### config.mk
export PLATFORM = sky130hd
export DESIGN_NAME = step_dir_decoder
export DESIGN_NICKNAME = d
export VERILOG_FILES = /design/src/rtl/pendulum_pkg.sv /design/src/rtl/sync_edge.sv /design/src/rtl/step_dir_decoder.sv
export SDC_FILE = /design/constraint.sdc
export NUM_CORES = 1
export LEC_CHECK = 0
export ABC_AREA = 1
export BUFFER_PORTS_ARGS = -buffer_cell sky130_fd_sc_hd__buf_2
export CORE_ASPECT_RATIO = 1.1
export CORE_MARGIN = 2
export CORE_UTILIZATION = 61
export DETAILED_ROUTE_END_ITERATION = 16
export PLACE_DENSITY = 0.89
export RECOVER_POWER = 100
export SLEW_MARGIN = 20
export SYNTH_ARGS = -nofsm -noshare
export SYNTH_HDL_FRONTEND = slang
export SYNTH_SLANG_ARGS = --single-unit
### constraint.sdc
create_clock -name clock -period 1.7 [get_ports clock]
set_input_delay 0.425 -clock clock [delete_from_list [all_inputs] [get_ports clock]]
set_output_delay 0.425 -clock clock [all_outputs]
set_load 0.02 [all_outputs]
### src/rtl/pendulum_pkg.sv
`default_nettype none
// ============================================================================
// Module   : pendulum_pkg
// Purpose  : Shared constants and types for the pendulum/stepper datapath.
//            STEPS_PER_REV is shared with the gravity ROM addressing.
// Revision : 1.0 - initial release
// ============================================================================
package pendulum_pkg;

    // Microsteps in one full revolution of the motor shaft.
    localparam int STEPS_PER_REV = 3200;

    // Level of the dir line for each direction of travel.
    localparam logic DIR_POS = 1'b1;
    localparam logic DIR_NEG = 1'b0;

    // Step pulse tracking states.
    typedef enum logic {
        LOW  = 1'b0,
        HIGH = 1'b1
    } pulse_state_t;

endpackage : pendulum_pkg
`default_nettype wire

### src/rtl/sync_edge.sv
`default_nettype none
// ============================================================================
// Module   : sync_edge
// Purpose  : 2-flop synchronizer for an asynchronous line, plus a
//            previous-value flop giving single-cycle rise/fall strobes.
// Ports    : clock, reset - system clock, synchronous active-high reset
//            refill       - high while the synchronizer refills after reset;
//                           edges are suppressed and the previous-value flop
//                           tracks the value about to reach the output
//            din          - asynchronous input line
//            level        - synchronized level
//            rise, fall   - one-cycle edge strobes of the synchronized level
// Revision : 1.0 - initial release
// ============================================================================
module sync_edge (
    input  logic clock,
    input  logic reset,
    input  logic refill,
    input  logic din,
    output logic level,
    output logic rise,
    output logic fall
);

    logic r_sync1;
    logic r_sync2;
    logic r_prev;

    always_ff @(posedge clock) begin
        if (reset) begin
            r_sync1 <= 1'b0;
            r_sync2 <= 1'b0;
            r_prev  <= 1'b0;
        end else begin
            r_sync1 <= din;
            r_sync2 <= r_sync1;
            // While refilling, preload prev with the value that sync2 is about
            // to take, so a line already high at reset release gives no edge.
            r_prev  <= refill ? r_sync1 : r_sync2;
        end
    end

    assign level = r_sync2;
    assign rise  =  r_sync2 & ~r_prev & ~refill;
    assign fall  = ~r_sync2 &  r_prev & ~refill;

endmodule : sync_edge
`default_nettype wire

### src/rtl/step_dir_decoder.sv
`default_nettype none
// ============================================================================
// Module   : step_dir_decoder
// Purpose  : Receive-side step/dir decoder. Counts step rising edges into a
//            wrapped microstep position and a per-window signed delta, and
//            flags short step pulses and late dir changes.
// Ports    : clock, reset  - system clock, synchronous active-high reset
//            step, dir     - asynchronous step/dir lines (dir 1 = +1 step)
//            window_sync   - closes the counting window (one-cycle pulse)
//            zero_pos      - forces position to 0
//            err_clear     - clears the sticky error flags
//            position      - 0..stepsPerRev-1
//            delta_steps   - signed net steps of the last closed window
//            delta_valid   - one-cycle pulse when delta_steps updates
//            err_pulse     - sticky: step high time below minHighTime
//            err_dir       - sticky: dir stable fewer than dirSetup clocks
// Revision : 1.0 - initial release
// ============================================================================
module step_dir_decoder
    import pendulum_pkg::*;
#(
    parameter int stepsPerRev = STEPS_PER_REV,
    parameter int minHighTime = 50,
    parameter int dirSetup    = 50
) (
    input  logic               clock,
    input  logic               reset,
    input  logic               step,
    input  logic               dir,
    input  logic               window_sync,
    input  logic               zero_pos,
    input  logic               err_clear,
    output logic [15:0]        position,
    output logic signed [15:0] delta_steps,
    output logic               delta_valid,
    output logic               err_pulse,
    output logic               err_dir
);

    localparam logic [15:0]        c_LAST_POS  = 16'(stepsPerRev - 1);
    localparam logic [15:0]        c_MIN_HIGH  = 16'(minHighTime);
    localparam logic [15:0]        c_DIR_SETUP = 16'(dirSetup);
    localparam logic signed [15:0] c_WIN_MAX   = 16'sh7FFF;
    localparam logic signed [15:0] c_WIN_MIN   = 16'sh8000;

    logic [1:0]         r_refill_cnt;
    pulse_state_t       r_state;
    pulse_state_t       w_state_next;
    logic [15:0]        r_high_cnt;
    logic [15:0]        w_high_cnt_next;
    logic [15:0]        r_dir_stable;
    logic [15:0]        r_position;
    logic signed [15:0] r_window;
    logic signed [15:0] w_window_next;
    logic signed [15:0] r_delta;
    logic               r_delta_valid;
    logic               r_err_pulse;
    logic               r_err_dir;

    logic w_refill;
    logic w_step_level, w_step_rise, w_step_fall;
    logic w_dir_level, w_dir_rise, w_dir_fall;
    logic w_pulse_err;
    logic w_dir_err;
    logic [15:0] w_pos_inc;
    logic [15:0] w_pos_dec;

    // Edge detection is held off for two cycles after reset while the
    // synchronizers refill from their cleared state.
    assign w_refill = (r_refill_cnt != 2'd0);

    sync_edge u_step_sync (
        .clock  (clock),
        .reset  (reset),
        .refill (w_refill),
        .din    (step),
        .level  (w_step_level),
        .rise   (w_step_rise),
        .fall   (w_step_fall)
    );

    sync_edge u_dir_sync (
        .clock  (clock),
        .reset  (reset),
        .refill (w_refill),
        .din    (dir),
        .level  (w_dir_level),
        .rise   (w_dir_rise),
        .fall   (w_dir_fall)
    );

    // Pulse FSM: measures step high time between rise and fall.
    always_ff @(posedge clock) begin
        if (reset) begin
            r_state    <= LOW;
            r_high_cnt <= 16'd0;
        end else begin
            r_state    <= w_state_next;
            r_high_cnt <= w_high_cnt_next;
        end
    end

    always_comb begin
        w_state_next    = r_state;
        w_high_cnt_next = r_high_cnt;
        w_pulse_err     = 1'b0;
        case (r_state)
            LOW: begin
                if (w_step_rise) begin
                    w_high_cnt_next = 16'd0;
                    w_state_next    = HIGH;
                end
            end
            HIGH: begin
                if (w_step_fall) begin
                    w_pulse_err  = (r_high_cnt < c_MIN_HIGH);
                    w_state_next = LOW;
                end else if (w_step_level && (r_high_cnt < c_MIN_HIGH)) begin
                    w_high_cnt_next = r_high_cnt + 16'd1;
                end
            end
            default: w_state_next = LOW;
        endcase
    end

    // Position and window arithmetic for a step in either direction.
    assign w_pos_inc = (r_position == c_LAST_POS) ? 16'd0 : r_position + 16'd1;
    assign w_pos_dec = (r_position == 16'd0) ? c_LAST_POS : r_position - 16'd1;
    assign w_dir_err = w_step_rise && (r_dir_stable < c_DIR_SETUP);

    always_comb begin
        w_window_next = r_window;
        if (w_step_rise) begin
            if (w_dir_level == DIR_POS) begin
                if (r_window != c_WIN_MAX) w_window_next = r_window + 16'sd1;
            end else begin
                if (r_window != c_WIN_MIN) w_window_next = r_window - 16'sd1;
            end
        end
    end

    always_ff @(posedge clock) begin
        if (reset) begin
            r_refill_cnt  <= 2'd2;
            r_dir_stable  <= 16'd0;
            r_position    <= 16'd0;
            r_window      <= 16'sd0;
            r_delta       <= 16'sd0;
            r_delta_valid <= 1'b0;
            r_err_pulse   <= 1'b0;
            r_err_dir     <= 1'b0;
        end else begin
            if (w_refill) r_refill_cnt <= r_refill_cnt - 2'd1;

            if (w_dir_rise || w_dir_fall)    r_dir_stable <= 16'd0;
            else if (r_dir_stable < c_DIR_SETUP) r_dir_stable <= r_dir_stable + 16'd1;

            if (zero_pos)
                r_position <= 16'd0;
            else if (w_step_rise)
                r_position <= (w_dir_level == DIR_POS) ? w_pos_inc : w_pos_dec;

            // A step in the closing cycle belongs to the window being closed.
            if (window_sync) begin
                r_delta  <= w_window_next;
                r_window <= 16'sd0;
            end else begin
                r_window <= w_window_next;
            end
            r_delta_valid <= window_sync;

            // A new error event takes priority over a clear.
            r_err_pulse <= w_pulse_err | (r_err_pulse & ~err_clear);
            r_err_dir   <= w_dir_err   | (r_err_dir   & ~err_clear);
        end
    end

    assign position    = r_position;
    assign delta_steps = r_delta;
    assign delta_valid = r_delta_valid;
    assign err_pulse   = r_err_pulse;
    assign err_dir     = r_err_dir;

endmodule : step_dir_decoder
`default_nettype wire

Word-level counts from Yosys, hierarchy flattened
Cells that the tools add are included.
W data, S select, Z words.
{"block": "classes", "n_addsub": 7, "muxes": 18, "bitwise": 19, "n_reduce_logical": 9, "n_lt_le_gt_ge": 2, "n_eq_ne": 6}
{"cell": "$mux W16", "n": 10}
{"cell": "$add A16 B1 Y16 const B", "n": 3}
{"cell": "$lt A16 B6 Y1 const B", "n": 2}
{"cell": "$ne A16 B16 Y1 const B", "n": 2}
{"cell": "$pmux W16 S2", "n": 1}
{"cell": "$add A16 B2 Y16 const B", "n": 1}
{"cell": "$eq A16 B12 Y1 const B", "n": 1}
{"cell": "$logic_not A16 Y1", "n": 1}
{"cell": "$sub A16 B1 Y16 const B", "n": 1}
{"cell": "$sub A16 B2 Y16 const B", "n": 1}
{"cell": "$and A1 B1 Y1", "n": 10}
{"cell": "$not A1 Y1", "n": 7}
{"cell": "$mux W1", "n": 6}
{"cell": "$reduce_or A2 Y1", "n": 3}
{"cell": "$ne A2 B2 Y1 const B", "n": 2}
{"cell": "$reduce_and A3 Y1", "n": 1}
{"cell": "$logic_and A1 B1 Y1", "n": 2}
{"cell": "$ne A2 B1 Y1 const B", "n": 1}
{"cell": "$or A1 B1 Y1", "n": 2}
{"cell": "$pmux W1 S2", "n": 1}
{"cell": "$reduce_bool A2 Y1", "n": 1}
{"cell": "$sub A2 B1 Y2 const B", "n": 1}
{"cell": "$logic_or A1 B1 Y1", "n": 1}
{"block": "totals", "register_bits": 92, "out_inout_bits": 35, "wordCells": 77, "inputBits": 7}

Longest topological paths before layout
{"block": "depth", "word_depth": 6, "ltp_mapped": 13, "depth_no_buf": 13}

By module
Synthesis repeated with hierarchy kept, for this count alone.
{"block": "unflattened", "hier_cells": 842, "area_unflattened_um2": 5430.2}
{"module": "step_dir_decoder", "area_each_um2": 5207.5, "n_inst": 1, "seq_area_each_um2": 1721.7, "cells_each": 810}
{"module": "sync_edge", "area_each_um2": 111.4, "n_inst": 2, "seq_area_each_um2": 60.1, "cells_each": 16}

Worst setup path after synthesis
OpenSTA, ideal clock, no wires.
{"block": "synth_path", "kind": "register to register", "startpoint": "register r_position[0] (netlist: position[0])", "endpoint": "register r_position[7] (netlist: position[7])", "required_ns": 1.585, "t_arrival_ns": 1.585, "setup_time_ns": 0.115, "period_less_slack_ns": 1.700, "path_stages_with_launch": 9, "setup_slack_ns": 0.000, "cell_sequence": "dfxtp_1 -> ha_1 -> nand3_1 -> nor3_1 -> a21oi_2 -> nand2_1 -> o21ai_1 -> o21ai_0 -> inv_1"}
{"block": "synth_between", "elab_chain_len": 3, "elab_cells_between_ends": 7, "cone_classes": "2 x add/sub; 1 x eq/ne; 3 x mux; 1 x reduce/logical"}
{"element": "start, declared", "line_no": "step_dir_decoder.sv:52", "source": "logic [15:0] r_position;"}
{"element": "start signal, assigned", "line_no": "step_dir_decoder.sv:161", "source": "r_position <= (w_dir_level == DIR_POS) ? w_pos_inc : w_pos_dec;"}
{"element": "$sub A16 B1 Y16 (tied with other cells)", "line_no": "step_dir_decoder.sv:128", "source": "assign w_pos_dec = (r_position == 16'd0) ? c_LAST_POS : r_position - 16'd1;"}
{"element": "$mux W16, on equally long branches", "line_no": "step_dir_decoder.sv:128, step_dir_decoder.sv:127"}
{"element": "$mux W16 (*)", "line_no": "step_dir_decoder.sv:161"}
Mark *: on every way between the ends. The rest lies on a longest branch, timed or not.
A chain may end at the register's enable or synchronous reset.

Worst setup path in the final report
{"block": "layout_path", "startpoint": "register r_window[8]", "endpoint": "register r_delta[11] (netlist: delta_steps[11])"}
{"block": "layout_between", "elab_chain_len": 4, "elab_cells_between_ends": 8, "cone_classes": "2 x add/sub; 2 x eq/ne; 4 x mux"}
{"element": "start, declared", "line_no": "step_dir_decoder.sv:53", "source": "logic signed [15:0] r_window;"}
{"element": "start signal, assigned", "line_no": "step_dir_decoder.sv:168", "source": "r_window <= w_window_next;"}
{"element": "$sub A16 B2 Y16 (tied with other cells)", "line_no": "step_dir_decoder.sv:137", "source": "if (r_window != c_WIN_MIN) w_window_next = r_window - 16'sd1;"}
{"element": "$mux W16, on equally long branches", "line_no": "step_dir_decoder.sv:137, step_dir_decoder.sv:135"}
{"element": "$mux W16 (*)", "line_no": "step_dir_decoder.sv:134", "source": "if (w_dir_level == DIR_POS) begin"}
{"element": "$mux W16 (*)", "line_no": "step_dir_decoder.sv:133", "source": "if (w_step_rise) begin"}
{"element": "end signal, assigned", "line_no": "step_dir_decoder.sv:165", "source": "r_delta <= w_window_next;"}
{"element": "end, declared", "line_no": "step_dir_decoder.sv:55", "source": "logic signed [15:0] r_delta;"}
Marks and branches as above.

==> metrics.md <==
| Metric | Value |
|---|---|
| Synth area leaders | dfxtp_1 (34%), nand2_1 (17%), nand3_1 (7.6%) |
| Crit path launch type | register |
| Vias per inst | 5.55 |
| Failing checks | negative setup slack |
| Total Wirelength | 14,700 um |
| DR DRC count | 0 |
| Synth top area share | 0.343 |
| Starting Density | 0.635 |
| Vias in the first global route | 4,976 |
| Placer Congestion | 1.01 |
| First-pass GRT wire length | 22,500 um |
| CP dominant cell by count | nand2_1 |
| Top Ports | 42 |
| Actual slew at the worst max-slew pin | 0.539 ns |
| I/O Buffers | 41 |
| Crit path DAT | 1.99 ns |
| Multi-input logic area | 0.00318 mm^2 |
| Row count | 35 |
| Async set or reset register ratio after synthesis | 0 |
| Die Wd | 93.4 um |
| Placement Cell Area | 0.00597 mm^2 |
| Peak per-stage delay on the critical path | 0.36 ns |
| Total number of vias | 5,775 |
| Buf+Inv Stages, Crit Path | 1 |
| Drt pass-1 iters | 6 |
| Outcome | finished, violations left |
| Clock skew | 0.0143 ns |
| Yosys top cell by area | dfxtp_1 |
| RSZ-0062 raised after global routing | yes |
| Total Routing Usage GR | 0.293 |
| Worst hold path class | primary input to register |
| Power Total | 4.72 mW |
| Crit Path Max Fanout | 5 |
| Cell chain of the critical path | buf_4 -> nor2_1 -> nand3_1 -> nor2_1 -> nand2_1 -> nand2_1 -> nand3_1 -> nand2_1 -> nand2_1 -> nand2_1 -> nand2_1 |
| VDD IR max | 0.658 mV |
| Max-Cap Viols | 0 |
| Yosys reg bits | 92 |
| Share of cells above drive strength 1 | 0.229 |
| Number of fill cells | 629 |
| Setup_tns | -0.0136 ns |
| CTS tree | yes |
| Final hold vios | 0 |
| Number of diodes | 0 |
| Clock buffer count from CTS | 9 |
| Logic pwr share | 0.205 |
| CORE AREA | 0.00845 mm^2 |
| Crit. End Element | register |
| Max Transition Viols Final | 0 |
| Post-Syn Nets | 860 |
| Critical path class | register to register |
| Sw Ratio | 0.333 |
| Grt total ovfl | 0 |
| Max_slew headroom | 0.640 |
| Mapped Cells | 844 |
| PD cells | 737 mW/mm^2 |
| Netlist area before placement | 0.00536 mm^2 |
| Clock sink count | 92 |
| Routed Antenna Nets | 0 |
| Iteration-0 DRC Markers | 580 |
| Die Ht | 102 um |
| Ys flop type | dfxtp_1 |
| Endpoints failing setup | 1 |
| Ys Warns | 0 |
| Fin crit period | 1.71 ns |
| H-tree Lvls | 3 |
| Clock-pin slew on the worst setup and hold paths | 0.10 ns |
| Yosys cell types | 43 |
| Wire length per cell | 14.1 um |
| Final net count | 940 |
| Largest net degree at the start of global routing | 25 |
| Critical path's top delay family | simple AND/OR/NAND/NOR gates |
| Final WS setup | -0.0136 ns |
| NetSw | 1.57 mW |
| Tcrit/Tclk final | 1.01 |
| Req. time, crit path | 1.98 ns |
| WHS | 0.243 ns |
| Initial antenna violation count | 0 |
| Post-DP HPWL | 9890 um |
| Die area | 0.00956 mm^2 |
| Post-synthesis sequential area ratio | 0.343 |
| Clock latency on the worst-skew pair | 0.38 ns |
| Reg power frac | 0.486 |
| Design Area, Final | 0.00640 mm^2 |
| Worst path slowest cell | dfxtp_2 |
| LEAKAGE | 3.17 nW |
| Register area | 0.00187 mm^2 |
| Number of flops mapped to enable cells by yosys | 0 |
| Clk buf depth | 2 |
| Layout area overhead | 19.4% |
| Clock power frac | 0.309 |
| Cell internal pwr | 3.15 mW |
| Syn avg cell area | 6.36 um^2 |
| CTS root buffer | clkbuf_8 |
| Fmax | 584 MHz |
==> synth_stat cells (3+ instances only) <==
master      n
a21oi_1    38
buf_1       3
buf_2      13
buf_4       7
clkbuf_1    4
dfxtp_1    92
ha_1        9
inv_1      98
inv_2       4
nand2_1   249
nand2_2     7
nand3_1    81
nand4_1    16
nor2_1    103
nor2_2     10
nor2_4      7
nor3_1     13
o211ai_1    5
o21ai_0    28
o21ai_1     7
xor2_1     18
==> placed cells by master (no fill, tap or decap), types with 2 or more instances in the layout <==
cell type / instances
or2_2: 2
inv_8: 3
nand3_2: 3
ha_4: 2
nor2_2: 20
nor3_1: 9
nor3_2: 4
clkbuf_8: 9
nor2_4: 12
inv_2: 10
nand4_1: 16
ha_2: 2
dfxtp_1: 73
nor3b_1: 2
nand3_1: 78
a31oi_1: 2
buf_4: 55
o21ai_1: 9
o21bai_1: 2
nand3b_1: 2
nor2_1: 88
xor2_1: 18
ha_1: 5
buf_2: 41
nor4_1: 2
a211oi_1: 2
dfxtp_4: 3
inv_1: 92
a21oi_2: 2
o21ai_2: 2
o22ai_1: 2
a21oi_4: 2
o211ai_1: 5
a21oi_1: 35
dfxtp_2: 16
nand2_1: 243
nand2_4: 2
nand2_2: 12
o21ai_0: 25
==> worst reg2reg max path, stage by stage (launching register included) <==
cell and delay [ns]:
dfxtp_2 0.36, buf_4 0.16, nor2_1 0.15, nand3_1 0.18, nor2_1 0.23, nand2_1 0.11
nand2_1 0.11, nand3_1 0.08, nand2_1 0.08, nand2_1 0.06, nand2_1 0.06, nand2_1 0.05
==> flip-flops by register name (all words and copies together), names as in the netlist <==
register	cells
u_dir_sync.r_prev	1
u_dir_sync.r_sync1	1
position	16
err_dir	1
u_dir_sync.level	1
u_step_sync.r_prev	1
r_refill_cnt	2
delta_valid	1
u_step_sync.level	1
r_high_cnt	16
err_pulse	1
r_window	16
r_state	1
r_dir_stable	16
u_step_sync.r_sync1	1
delta_steps	16
==> power by group through the flow <==
stage | clock network (mW) | logic (mW) | registers [mW]
3_3_place_gp | 0 | 0.836 | 2.33
4_1_cts | 1.46 | 0.853 | 2.29
3_5_place_dp | 0 | 0.845 | 2.33
2_1_floorplan | 0 | 0.595 | 2.35
5_1_grt | 1.56 | 1.08 | 2.30
6_report | 1.46 | 0.966 | 2.29
==> routing by layer <==
layer	routed length, um	global-route usage	share of wire
met5	0	0	0
met4	551	0.106	0.038
met3	1260	0.0531	0.086
met2	6730	0.466	0.46
met1	6150	0.400	0.42
==> metrics by stage <==
| step | utilization | cells | setup slack [ns] |
|---|---|---|---|
| floorplan | - | 844 | 0.0730 |
| global placement | 0.706 | 1022 | 0.0748 |
| detailed placement | 0.706 | 1022 | 0.0457 |
| CTS | 0.728 | 1038 | 0.00283 |
| global route | 0.758 | 1040 | -0.105 |
| finish | 0.758 | 1040 | -0.0136 |
==> final cells by class <==
type,count,area share
timing repair buffer,97,0.0983
clock inverter,7,0.00996
multi-input combinational,620,0.497
clock buffer,9,0.0193
inverter,104,0.0614
tap,111,0.0217
sequential,92,0.292
==> final timing paths <==
check	startpoint	endpoint	depth (start not counted)	slack, ns
hold / removal	dir	u_dir_sync.r_sync1	3	0.24
setup reg to reg	r_window[8]	delta_steps[11]	11	-0.01
setup / recovery	r_window[8]	delta_steps[11]	11	-0.01
hold reg to reg	r_dir_stable[15]	r_dir_stable[15]	2	0.43
==> repair_timing <==
item | 4_1_cts | 5_1_grt
setup endpoints to repair | 0 | 77
resized for setup | 0 | 82
hold buffers | 0 | 0
setup buffers | 0 | 2
==> kinds of logic after synthesis <==
family          after synthesis  synth area share
simple gates                500             0.408
buf+inv                     132             0.101
flops                        92             0.343
compound gates               91            0.0931
xor+xnor                     20            0.0341
fa+ha+maj                     9            0.0210
No activity file was read; power rests on OpenSTA's default activity.
